**src/rtl/wash_sequencer.sv**
```systemverilog
// wash_sequencer
//   Washer program sequencer. Runs the enabled stages (wash, rinse x N, spin)
//   as 1 s countdowns derived from an internal prescaler. Drives the fill and
//   drain valves and reports the stage and the remaining per-stage and total
//   time. While idle, it continuously previews the program selected on the
//   front panel.
//
//   Ports
//     clk, rst        system clock, asynchronous active-high reset
//     start           level-sampled start request (honoured only in IDLE)
//     pause           single-cycle pulse, toggles RUN <-> PAUSE
//     abort           return to IDLE without a completion pulse
//     mode[2:0]       stage enables: bit0 wash, bit1 rinse, bit2 spin
//     level[LW-1:0]   water level, which scales the stage durations
//     rinses[1:0]     rinse repetitions (0 behaves as 1)
//     stage[1:0]      0 wash, 1 rinse, 2 spin, 3 none
//     rinse_idx[1:0]  current rinse repetition, 0-based
//     stage_time      seconds left in the current stage
//     total_time      seconds left in the whole program
//     in_water        fill valve command
//     out_water       drain valve command
//     busy            high in RUN or PAUSE
//     done            one-cycle pulse on normal completion
//
//   state | meaning
//   IDLE  | previewing live config, valves closed
//   RUN   | prescaler running, seconds counting down through enabled stages
//   PAUSE | prescaler, times and stage frozen, valves closed

module wash_sequencer #(
    parameter int TICK_DIV   = 100_000_000,
    parameter int LW         = 3,
    parameter int TW         = 7,
    parameter int WASH_BASE  = 9,
    parameter int RINSE_BASE = 9,
    parameter int SPIN_BASE  = 3
) (
    input  logic          clk,
    input  logic          rst,
    input  logic          start,
    input  logic          pause,
    input  logic          abort,
    input  logic [2:0]    mode,
    input  logic [LW-1:0] level,
    input  logic [1:0]    rinses,
    output logic [1:0]    stage,
    output logic [1:0]    rinse_idx,
    output logic [TW-1:0] stage_time,
    output logic [TW+2:0] total_time,
    output logic          in_water,
    output logic          out_water,
    output logic          busy,
    output logic          done
);

    localparam int TTW = TW + 3;
    localparam int PW  = $clog2(TICK_DIV);

    localparam logic [PW-1:0]  PRESC_LAST = PW'(TICK_DIV - 1);
    localparam logic [PW-1:0]  PRESC_ONE  = PW'(1);
    localparam logic [TW-1:0]  ONE_T      = TW'(1);
    localparam logic [TTW-1:0] ONE_TT     = TTW'(1);

    localparam logic [1:0] ST_WASH  = 2'd0;
    localparam logic [1:0] ST_RINSE = 2'd1;
    localparam logic [1:0] ST_SPIN  = 2'd2;
    localparam logic [1:0] ST_NONE  = 2'd3;

    typedef enum logic [1:0] {
        S_IDLE  = 2'd0,
        S_RUN   = 2'd1,
        S_PAUSE = 2'd2
    } state_t;

    function automatic logic [TW-1:0] stage_dur(input logic [1:0] stg,
                                                input logic [LW-1:0] lvl);
        logic [TW-1:0] lv;
        lv = TW'(lvl);
        case (stg)
            ST_WASH:  stage_dur = TW'(WASH_BASE) + lv;
            ST_RINSE: stage_dur = TW'(RINSE_BASE) + (lv << 1);
            ST_SPIN:  stage_dur = TW'(SPIN_BASE) + lv;
            default:  stage_dur = '0;
        endcase
    endfunction

    // Lowest-numbered enabled stage at or after 'from', ST_NONE if none left.
    function automatic logic [1:0] first_from(input logic [2:0] msk, input int from);
        first_from = ST_NONE;
        for (int i = 2; i >= 0; i--) begin
            if (i >= from && msk[i]) first_from = 2'(i);
        end
    endfunction

    function automatic logic [TTW-1:0] prog_total(input logic [2:0] msk,
                                                  input logic [LW-1:0] lvl,
                                                  input logic [1:0] reps);
        logic [TTW-1:0] t;
        t = '0;
        if (msk[0]) t = t + TTW'(stage_dur(ST_WASH, lvl));
        if (msk[1]) t = t + TTW'(stage_dur(ST_RINSE, lvl)) * TTW'(reps);
        if (msk[2]) t = t + TTW'(stage_dur(ST_SPIN, lvl));
        prog_total = t;
    endfunction

    // Returns {in_water, out_water} for a running stage. Rinse first drains
    // for level+3 s, then fills for level s; the windows never overlap.
    function automatic logic [1:0] run_valves(input logic [1:0] stg,
                                              input logic [TW-1:0] st_time,
                                              input logic [LW-1:0] lvl);
        logic [TW-1:0] lv;
        logic [TW-1:0] el;
        logic [TW-1:0] drain_end;
        lv        = TW'(lvl);
        el        = stage_dur(stg, lvl) - st_time;
        drain_end = lv + TW'(3);
        case (stg)
            ST_WASH:  run_valves = {el < lv, 1'b0};
            ST_RINSE: run_valves = {(el >= drain_end) && (el < drain_end + lv),
                                    el < drain_end};
            ST_SPIN:  run_valves = 2'b01;
            default:  run_valves = 2'b00;
        endcase
    endfunction

    state_t         state, state_nxt;
    logic [PW-1:0]  presc, presc_nxt;
    logic [2:0]     mode_l, mode_l_nxt;
    logic [LW-1:0]  level_l, level_l_nxt;
    logic [1:0]     reps_l, reps_l_nxt;

    logic [1:0]     stage_nxt;
    logic [1:0]     rinse_idx_nxt;
    logic [TW-1:0]  stage_time_nxt;
    logic [TTW-1:0] total_time_nxt;
    logic           in_water_nxt;
    logic           out_water_nxt;
    logic           busy_nxt;
    logic           done_nxt;

    logic [1:0]     live_reps;
    logic [1:0]     pv_stage;
    logic [TW-1:0]  pv_time;
    logic [TTW-1:0] pv_total;
    logic [1:0]     after_stage;

    // Preview of the program selected on the live inputs.
    always_comb begin
        live_reps = (rinses == 2'd0) ? 2'd1 : rinses;
        pv_stage  = first_from(mode, 0);
        pv_time   = stage_dur(pv_stage, level);
        pv_total  = prog_total(mode, level, live_reps);
    end

    always_comb begin
        state_nxt      = state;
        presc_nxt      = presc;
        mode_l_nxt     = mode_l;
        level_l_nxt    = level_l;
        reps_l_nxt     = reps_l;
        stage_nxt      = stage;
        rinse_idx_nxt  = rinse_idx;
        stage_time_nxt = stage_time;
        total_time_nxt = total_time;
        done_nxt       = 1'b0;
        after_stage    = ST_NONE;

        unique case (state)
            S_IDLE: begin
                presc_nxt      = '0;
                stage_nxt      = pv_stage;
                stage_time_nxt = pv_time;
                total_time_nxt = pv_total;
                rinse_idx_nxt  = 2'd0;
                if (start && (mode != 3'b000) && !abort) begin
                    state_nxt   = S_RUN;
                    mode_l_nxt  = mode;
                    level_l_nxt = level;
                    reps_l_nxt  = live_reps;
                end
            end

            S_RUN: begin
                if (abort) begin
                    state_nxt      = S_IDLE;
                    presc_nxt      = '0;
                    stage_nxt      = pv_stage;
                    stage_time_nxt = pv_time;
                    total_time_nxt = pv_total;
                    rinse_idx_nxt  = 2'd0;
                end else if (pause) begin
                    // A pause landing on a tick swallows it; prescaler holds.
                    state_nxt = S_PAUSE;
                end else if (presc == PRESC_LAST) begin
                    presc_nxt      = '0;
                    total_time_nxt = total_time - ONE_TT;
                    if (stage_time > ONE_T) begin
                        stage_time_nxt = stage_time - ONE_T;
                    end else if ((stage == ST_RINSE) && (rinse_idx < reps_l - 2'd1)) begin
                        rinse_idx_nxt  = rinse_idx + 2'd1;
                        stage_time_nxt = stage_dur(ST_RINSE, level_l);
                    end else begin
                        after_stage = first_from(mode_l, int'(stage) + 1);
                        if (after_stage == ST_NONE) begin
                            state_nxt      = S_IDLE;
                            stage_nxt      = ST_NONE;
                            stage_time_nxt = '0;
                            rinse_idx_nxt  = 2'd0;
                            done_nxt       = 1'b1;
                        end else begin
                            stage_nxt      = after_stage;
                            stage_time_nxt = stage_dur(after_stage, level_l);
                            rinse_idx_nxt  = 2'd0;
                        end
                    end
                end else begin
                    presc_nxt = presc + PRESC_ONE;
                end
            end

            S_PAUSE: begin
                if (abort) begin
                    state_nxt      = S_IDLE;
                    presc_nxt      = '0;
                    stage_nxt      = pv_stage;
                    stage_time_nxt = pv_time;
                    total_time_nxt = pv_total;
                    rinse_idx_nxt  = 2'd0;
                end else if (pause) begin
                    state_nxt = S_RUN;
                end
            end

            default: begin
                state_nxt = S_IDLE;
            end
        endcase

        busy_nxt = (state_nxt != S_IDLE);

        // Valves follow the next-state time so they line up with the registered
        // stage_time; anything other than RUN keeps both valves shut.
        if (state_nxt == S_RUN) begin
            {in_water_nxt, out_water_nxt} = run_valves(stage_nxt, stage_time_nxt, level_l_nxt);
        end else begin
            in_water_nxt  = 1'b0;
            out_water_nxt = 1'b0;
        end
    end

    always_ff @(posedge clk or posedge rst) begin
        if (rst) begin
            state      <= S_IDLE;
            presc      <= '0;
            mode_l     <= 3'b000;
            level_l    <= '0;
            reps_l     <= 2'd1;
            stage      <= ST_NONE;
            rinse_idx  <= 2'd0;
            stage_time <= '0;
            total_time <= '0;
            in_water   <= 1'b0;
            out_water  <= 1'b0;
            busy       <= 1'b0;
            done       <= 1'b0;
        end else begin
            state      <= state_nxt;
            presc      <= presc_nxt;
            mode_l     <= mode_l_nxt;
            level_l    <= level_l_nxt;
            reps_l     <= reps_l_nxt;
            stage      <= stage_nxt;
            rinse_idx  <= rinse_idx_nxt;
            stage_time <= stage_time_nxt;
            total_time <= total_time_nxt;
            in_water   <= in_water_nxt;
            out_water  <= out_water_nxt;
            busy       <= busy_nxt;
            done       <= done_nxt;
        end
    end

endmodule

```
**config.mk**
```make
export PLATFORM = sky130hd
export DESIGN_NAME = wash_sequencer
export DESIGN_NICKNAME = d
export VERILOG_FILES = /design/src/rtl/wash_sequencer.sv
export SDC_FILE = /design/constraint.sdc
export NUM_CORES = 1
export LEC_CHECK = 0
export CAP_MARGIN = 20
export CORE_MARGIN = 2
export CORE_UTILIZATION = 62
export CTS_BUF_LIST = sky130_fd_sc_hd__clkbuf_8
export DETAILED_ROUTE_END_ITERATION = 8
export PLACE_DENSITY = 0.85
export SLEW_MARGIN = 0
export SYNTH_ARGS = -nofsm -noshare
export SYNTH_HDL_FRONTEND = slang
export SYNTH_SLANG_ARGS = --single-unit
export TNS_END_PERCENT = 50
```
**constraint.sdc**
```tcl
create_clock -name clk -period 6.2 [get_ports clk]
set_clock_uncertainty 0.2 [all_clocks]
set_input_delay 1.24 -clock clk [delete_from_list [all_inputs] [get_ports clk]]
set_output_delay 1.24 -clock clk [all_outputs]
set_load 0.05 [all_outputs]
```
==> impl_results.md, run 1 <==
* Worst EP arrival at 5.89 ns
* Hold Path Cell Cnt at 2
* R2r startpoint: stage_time[5]
* Top Ports at 38
* Cts bufs inserted at 9
* Routed met2 length at approximately 7000 um
* Final-stage net count at 735
* Synth Area per Inst at 8.25 sq um
* Area of the multi-input gates at 3410 sq um
* Metal-1 WL at between 6000 and 7000 um
* CTS Sinks at 61
* Initial antenna violation count at 0
* Layout cells sized above 1 at 0.0997
* WP data required at 6.25 ns
* Int Pwr at 0.948 mW
* Leak pwr at 2.70 nW
* FILL cells at 643
* Routability-driven placement congestion ratio at 0.930
* H-tree depth at 3
* Period utilization at 0.942
* Outcome: complete, no violations
* WHS Endpoint: reps_l[0]
* Element type at the critical path end: register
* Crit Path Class: primary input to register
* Post-synthesis compound-gate area fraction at 0.205
* First-pass GRT wire length at 22900 um
* Hold buffer count at CTS at 0
* Post-synthesis simple-gate area fraction at 0.258
* Die Footprint at 9100 sq um
* PostCTS Resize Cnt at 0
* Cell variety after synth at 72
* Power density over the cells at 278 nW/um^2
* DRC viols at 0
* PortBufs at 37
* Vias per cell at 6.39
* Highest Signal Layer: met4
* CTS root buffer: clkbuf_8
* RSZ-0062 raised after global routing: false
* Flop2flop setup slack at about 0.78 ns
* Core area at 8180 sq um
* Post-synthesis register bit count at 61
* Post-synth EDFFs at 0
* Synthesized net count at between 600 and 700
* Max Cap Viol at 0
* Hold slack at 0.314 ns
* Crit path time final at 5.84 ns
* Clk buf depth at 2
* Synth Flop Type: dfrtp_1
* Total wire length after detailed routing at 14100 um
* Max Fclk at 171 MHz
* Seq. cell area at 1530 sq um
* Starting Density at 0.633
* Critical path, cell by cell: clkdlybuf4s50_1, nor4b_2, and2_2, a21o_1, inv_1, ha_1, ha_1, inv_1, mux2i_1, o22ai_1, ha_1, o21a_1, o31ai_1, a21boi_1, ha_1, nand2_1, o21ai_0, o21bai_1, a221oi_1, o21ai_0, a2111oi_4
* Detail Route Antenna Nets at 0
* Asr flop ratio synth at 1.00
* Proportion of synthesized area in mux cells at 0.00991
* Synth Area in XOR/XNOR at 0.0660
* Reg2reg end: in_water
* Reg clk slew, reported paths at 0.08 ns
* DR iter-0 viols at between 400 and 500
* Final slew viol count at 0
* Relative slew slack at 0.470
* CTS tree: done
* Die height at 95.4 um
* Flop pwr share at 0.289
* Cell mode on critical path: ha_1
* Sequential share of the synthesized area at 0.295
* Largest family of logic cells by synthesized area: simple AND/OR/NAND/NOR gates
* Gr ovfl total at 0
* Post-Synth Adder-Cell Area at 0.119
* Vias in the first global route at ~4.7k
* Worst Hold Launch: reps_l[0]
* Yosys warns at 0
* Clock Latency Late Sink at 0.35 ns
* GRT Overall Usage at 0.325
* Class of the worst hold path: register to register
* Crit path max-delay cell type: clkdlybuf4s50_1
* Vias after detailed routing at 5027
* Post-place setup slack at -0.104 ns
* Die W at 95.4 um
* Clk pwr share at 0.226
* Final worst-path setup slack at 0.358 ns
* Switch share at 0.431
* Worst Path Max Fanout at 6
* Synthesis-to-finish area growth at 15.6%
* Final setup fails at 0
* Crit start category: primary input
* FF-to-FF path depth at 19
* Met3 routed WL at 810 um
* Syn Inst Count at 628
* Largest net degree at the start of global routing at 62
* HPWL after detailed placement at 10700 um
* # diodes at 0
* P_sw at 0.717 mW
* Worst-Margin Slew at between 0.7 and 0.8 ns
* Setup bufs post-CTS at 0
* Routed len/inst at 17.9 um
* Std cell rows at 33
* Final Hold Vio Count at 0
* DR pass1 iterations at 7
* Cell Area, Synth at about 5200 sq um
* Worst VDD drop at 0.210 mV
* Crit path largest cell delay at 0.47 ns
* Combinational power share at 0.485
-- cell families (layout without fill, tap and decap cells) --
group / after synthesis / in the layout
XOR/XNOR: 39 / 39
flip-flops: 61 / 61
multiplexers: 5 / 5
AND/OR/NAND/NOR: 254 / 254
AO/OA/AOI/OAI: 161 / 161
buffers and inverters: 63 / 117
adder cells (fa/ha/maj): 45 / 45
-- power groups by stage --
stage          Combinational (mW)  Clock, mW  Sequential (mW)
6_report                    0.808      0.376            0.481
5_1_grt                     0.889      0.398            0.486
4_1_cts                     0.799      0.378            0.478
3_5_place_dp                0.794          0            0.486
3_3_place_gp                0.762          0            0.483
2_1_floorplan               0.500          0            0.548
-- flip-flops by register name, summed over array words and instances (netlist names), 2 cells and up --
name        flops
reps_l          2
stage           2
level_l         3
stage_time      7
total_time     10
rinse_idx       2
state           2
mode_l          2
presc          27
-- synthesized netlist by cell type, types with 4 or more instances --
cell,number,area share
o22ai_1,8,0.0097
o21ai_0,43,0.042
nor2b_1,10,0.012
or3_1,10,0.012
clkbuf_1,25,0.018
nand3b_1,4,0.0058
a21o_1,12,0.017
nor3_1,14,0.014
a211oi_1,4,0.0058
xnor2_1,12,0.020
o21a_1,7,0.010
o31ai_1,4,0.0058
nor2_1,56,0.041
ha_1,38,0.092
a21oi_1,30,0.029
inv_1,35,0.025
dfrtp_1,58,0.28
and4b_1,4,0.0077
nand4_1,8,0.0097
xor2_1,27,0.046
mux2i_1,4,0.0077
and2_1,5,0.0060
fa_1,7,0.027
o2111ai_1,4,0.0068
nand2_1,69,0.050
nand2b_1,10,0.012
a22oi_1,4,0.0058
nor4_1,5,0.0060
and3_1,10,0.012
o21ai_1,9,0.0087
a22o_1,5,0.0085
nand3_1,25,0.024
-- stage by stage --
| step | utilization | power, mW | TNS, ns | cell area, sq um | cells |
|---|---|---|---|---|---|
| floorplan | - | 1.05 | 0 | 5180 | 628 |
| global placement | 0.707 | 1.25 | 0 | 5780 | 771 |
| detailed placement | 0.707 | 1.28 | -0.104 | 5780 | 771 |
| CTS | 0.732 | 1.65 | 0 | 5990 | 787 |
| global route | 0.732 | 1.77 | 0 | 5990 | 787 |
| finish | 0.732 | 1.67 | 0 | 5990 | 787 |
-- critical path, delay by kind of cell --
kind / cells / cell delay [ns]
AOI/OAI and AO/OA: 10 / 2.04
adders and majority gates: 4 / 1.07
buffers and inverters: 3 / 0.63
muxes: 1 / 0.14
and+or+nand+nor: 3 / 0.76
-- how the worst max path moves through the flow --
stage / start / end / slack, ns / cells past startpoint
finish: abort / in_water / 0.36 / 21
CTS: abort / in_water / 0.24 / 21
floorplan: abort / in_water / 0.22 / 22
detailed placement: abort / in_water / -0.10 / 21
global route: mode[2] / in_water / 0.07 / 22
global placement: abort / in_water / 0.15 / 21
-- cells in the final DEF, fill, tap and decap left out, types with 12 or more instances in the layout --
cell type | synthesis | final
nand3_1 | 25 | 25
dfrtp_1 | 58 | 58
a21oi_1 | 30 | 29
nor3_1 | 14 | 14
a21o_1 | 12 | 12
nand2_1 | 69 | 69
xnor2_1 | 12 | 12
clkdlybuf4s50_1 | 0 | 37
buf_4 | 0 | 27
inv_1 | 35 | 34
o21ai_0 | 43 | 43
nor2_1 | 56 | 56
ha_1 | 38 | 38
xor2_1 | 27 | 27
-- routing by layer --
metal  vias up  GRT usage
met1      2442      0.418
met3        24     0.0482
met5         -          0
met2       209      0.560
met4         0      0.110
li1       2352          -
-- layout make-up --
| cell class | count | share of cell area |
|---|---|---|
| multi-input cells | 504 | 0.569 |
| well taps | 105 | 0.0219 |
| flip-flops and latches | 61 | 0.256 |
| repair buffers | 64 | 0.0957 |
| clock buffers | 9 | 0.0207 |
| clock inverters | 7 | 0.0136 |
| inverters | 37 | 0.0232 |
Power figures use the tool's default switching activity.
==> run 2, diff against run 1 <==
--- a/config.mk
+++ b/config.mk
@@ -11,6 +11,7 @@
 export CTS_BUF_LIST = sky130_fd_sc_hd__clkbuf_8
 export DETAILED_ROUTE_END_ITERATION = 8
 export PLACE_DENSITY = 0.85
+export RECOVER_POWER = 50
 export SLEW_MARGIN = 0
 export SYNTH_ARGS = -nofsm -noshare
 export SYNTH_HDL_FRONTEND = slang
==> run 2 against run 1 <==
Effect of this change:
- the run now ends with capacitance limit, slew limit left
- first-iteration DRC count up 1.2%
- cell area fell by 0.25%
- sequential power about the same
- wire length down 0.56%
- combinational power shrank 0.5%
- critical path depth up 1
- clock-buffer cell count unchanged
- non-clock buffer count stayed put
- register-to-register slack lost 0.16 ns
- setup slack improved by 0.014 ns
- flip-flop and latch count stayed put
==> impl_results.md, run 2 (synthesized netlist as in run 1, its figures left out) <==
* WP data required at 6.25 ns (about the same)
* Leak pwr at 2.68 nW (-0.57%)
* CTS Sinks at 61 (unchanged)
* Worst VDD drop at 0.210 mV (-0.38%)
* RSZ-0062 raised after global routing: false
* Top Ports at 38 (unchanged)
* Failing checks: capacitance limit, slew limit
* Initial antenna violation count at 0 (unchanged)
* Die Footprint at 9100 sq um (unchanged)
* Pwr Total at 1.66 mW (-0.36%)
* Final Hold Vio Count at 0 (unchanged)
* PostCTS Resize Cnt at 0 (unchanged)
* Total wire length after detailed routing at 14000 um (-0.56%)
* Core area at 8180 sq um (unchanged)
* Outcome: finished with violations
* Die W at 95.4 um (unchanged)
* Max Fclk at 172 MHz (+0.24%)
* CP Buf/Inv Count at 3 (unchanged)
* Class of the worst hold path: register to register
* Vias per cell at 6.40 (+0.14%)
* Clock Latency Late Sink at 0.35 ns (about the same)
* Most flop-heavy register: presc
* DR pass1 iterations at 8 (+1)
* Layout cells sized above 1 at 0.0924 (-0.00733)
* CTS root buffer: clkbuf_8
* Power density over the cells at 278 nW/um^2 (-0.11%)
* Period utilization at 0.940 (-0.00227)
* Final setup fails at 0 (unchanged)
* Final slew viol count at 62 (+62)
* First-pass GRT wire length at 22900 um (unchanged)
* Gr ovfl total at 0 (unchanged)
* HPWL after detailed placement at 10700 um (unchanged)
* Crit-path leading delay family: compound AO/OA/AOI/OAI gates
* Hold buffer count at CTS at 0 (unchanged)
* Vias after detailed routing at 5034 (+0.14%)
* DR iter-0 viols at 432 (+1.2%)
* # diodes at 0 (unchanged)
* DRC viols at 0 (unchanged)
* GRT Overall Usage at 0.325 (unchanged)
* Synthesis-to-finish area growth at 15.3%
* Relative slew slack at -1.17 (-1.64)
* Cell mode on critical path: ha_1
* Die height at 95.4 um (unchanged)
* Design Area, Final at 5970 sq um (-0.25%)
* Worst-Margin Slew at 3.26 ns (+2.46 ns)
* H-tree depth at 3 (unchanged)
* Number of flip-flops in the largest register at 27 (unchanged)
* Routed len/inst at 17.8 um (-0.56%)
* Placed cell area at 5780 sq um (unchanged)
* Vias in the first global route at 4744 (unchanged)
* Crit path time final at 5.83 ns (-0.0141 ns)
* Crit path largest cell delay at 0.43 ns (-0.04 ns)
* Worst EP arrival at 5.88 ns (about the same)
* Cts bufs inserted at 9 (unchanged)
* Final core utilization at 0.731 (-0.00184)
* Setup bufs post-CTS at 0 (unchanged)
* Largest net degree at the start of global routing at 62 (unchanged)
* Crit start category: primary input
* Commonest non-fill, non-tap cell in the layout: nand2_1
* Worst Path Max Fanout at 6 (unchanged)
* Starting Density at 0.633 (unchanged)
* PortBufs at 37 (unchanged)
* Detail Route Antenna Nets at 0 (unchanged)
* Max Cap Viol at 1 (+1)
* Std cell rows at 33 (unchanged)
* Clk buf depth at 2 (unchanged)
* Critical path, cell by cell: clkdlybuf4s50_1, or3_1, and2_2, nor2_1, a21o_1, inv_1, ha_1, ha_1, inv_1, mux2i_1, o22ai_1, ha_1, o21a_1, o31ai_1, a21boi_1, ha_1, nand2_1, o21ai_0, o21bai_1, a221oi_1, o21ai_0, a2111oi_4
* Routability-driven placement congestion ratio at 0.930 (unchanged)
* Biggest registers after layout: presc x27, total_time x10, stage_time x7
* CTS tree: done
* Element type at the critical path end: register
* Crit path max-delay cell type: or3_1
* Reg clk slew, reported paths at 0.08 ns (about the same)
* Most frequent cells in the layout: nand2_1 (69), dfrtp_1 (58), nor2_1 (56), o21ai_0 (44), ha_1 (38)
* Final-stage net count at 735 (unchanged)
* Crit Path Class: primary input to register
## run 2: path summary, 6_finish.rpt
path / startpoint / depth (start not counted) / to / slack [ns]
min in group asynchronous: rst / 3 / in_water / 2.36
min reg2reg: reps_l[0] / 2 / reps_l[0] / 0.31
max: mode[2] / 22 / in_water / 0.37
max in group asynchronous: rst / 3 / total_time[5] / 1.56
max reg2reg: stage_time[3] / 19 / in_water / 0.62
min: reps_l[0] / 2 / reps_l[0] / 0.31
## run 2: area by class of cell
| cell class | instances | area, sq um |
|---|---|---|
| inverter | 37 | 139 |
| fill | 644 | 2200 |
| timing repair buffer | 64 | 562 |
| multi-input combinational | 504 | 3410 |
| clock inverter | 7 | 81.3 |
| clock buffer | 9 | 124 |
| tap | 105 | 131 |
| sequential | 61 | 1530 |
## run 2: per-layer routing
metal  track usage  part of all wire  vias to the layer above
li1              -                 -                     2353
met4         0.110             0.027                        0
met1         0.418              0.42                     2444
met3        0.0482             0.058                       35
met5             0                 0                        -
met2         0.560              0.50                      202
## run 2: worst reg2reg max path, delay by kind of cell (launching register included)
family	cells	cell delay (ns)
buf+inv	1	0.08
compound gates	9	2.26
fa+ha+maj	2	0.46
mux	1	0.25
flops	1	0.47
xor+xnor	1	0.12
simple gates	5	1.66
## run 2: power by group
part	internal, mW	switching (mW)	total [mW]	leakage (nW)
registers	0.433	0.0477	0.481	0.807
clock network	0.191	0.184	0.375	0.101
logic	0.322	0.482	0.804	1.78
## run 2: stage by stage
| step | std cells | setup WS [ns] | setup TNS (ns) | hold WS [ns] |
|---|---|---|---|---|
| floorplan | 628 | 0.224 | 0 | 0.258 |
| global placement | 771 | 0.150 | 0 | 0.275 |
| detailed placement | 771 | -0.104 | -0.104 | 0.303 |
| CTS | 787 | 0.242 | 0 | 0.316 |
| global route | 787 | 0.0720 | 0 | 0.336 |
| finish | 787 | 0.372 | 0 | 0.313 |
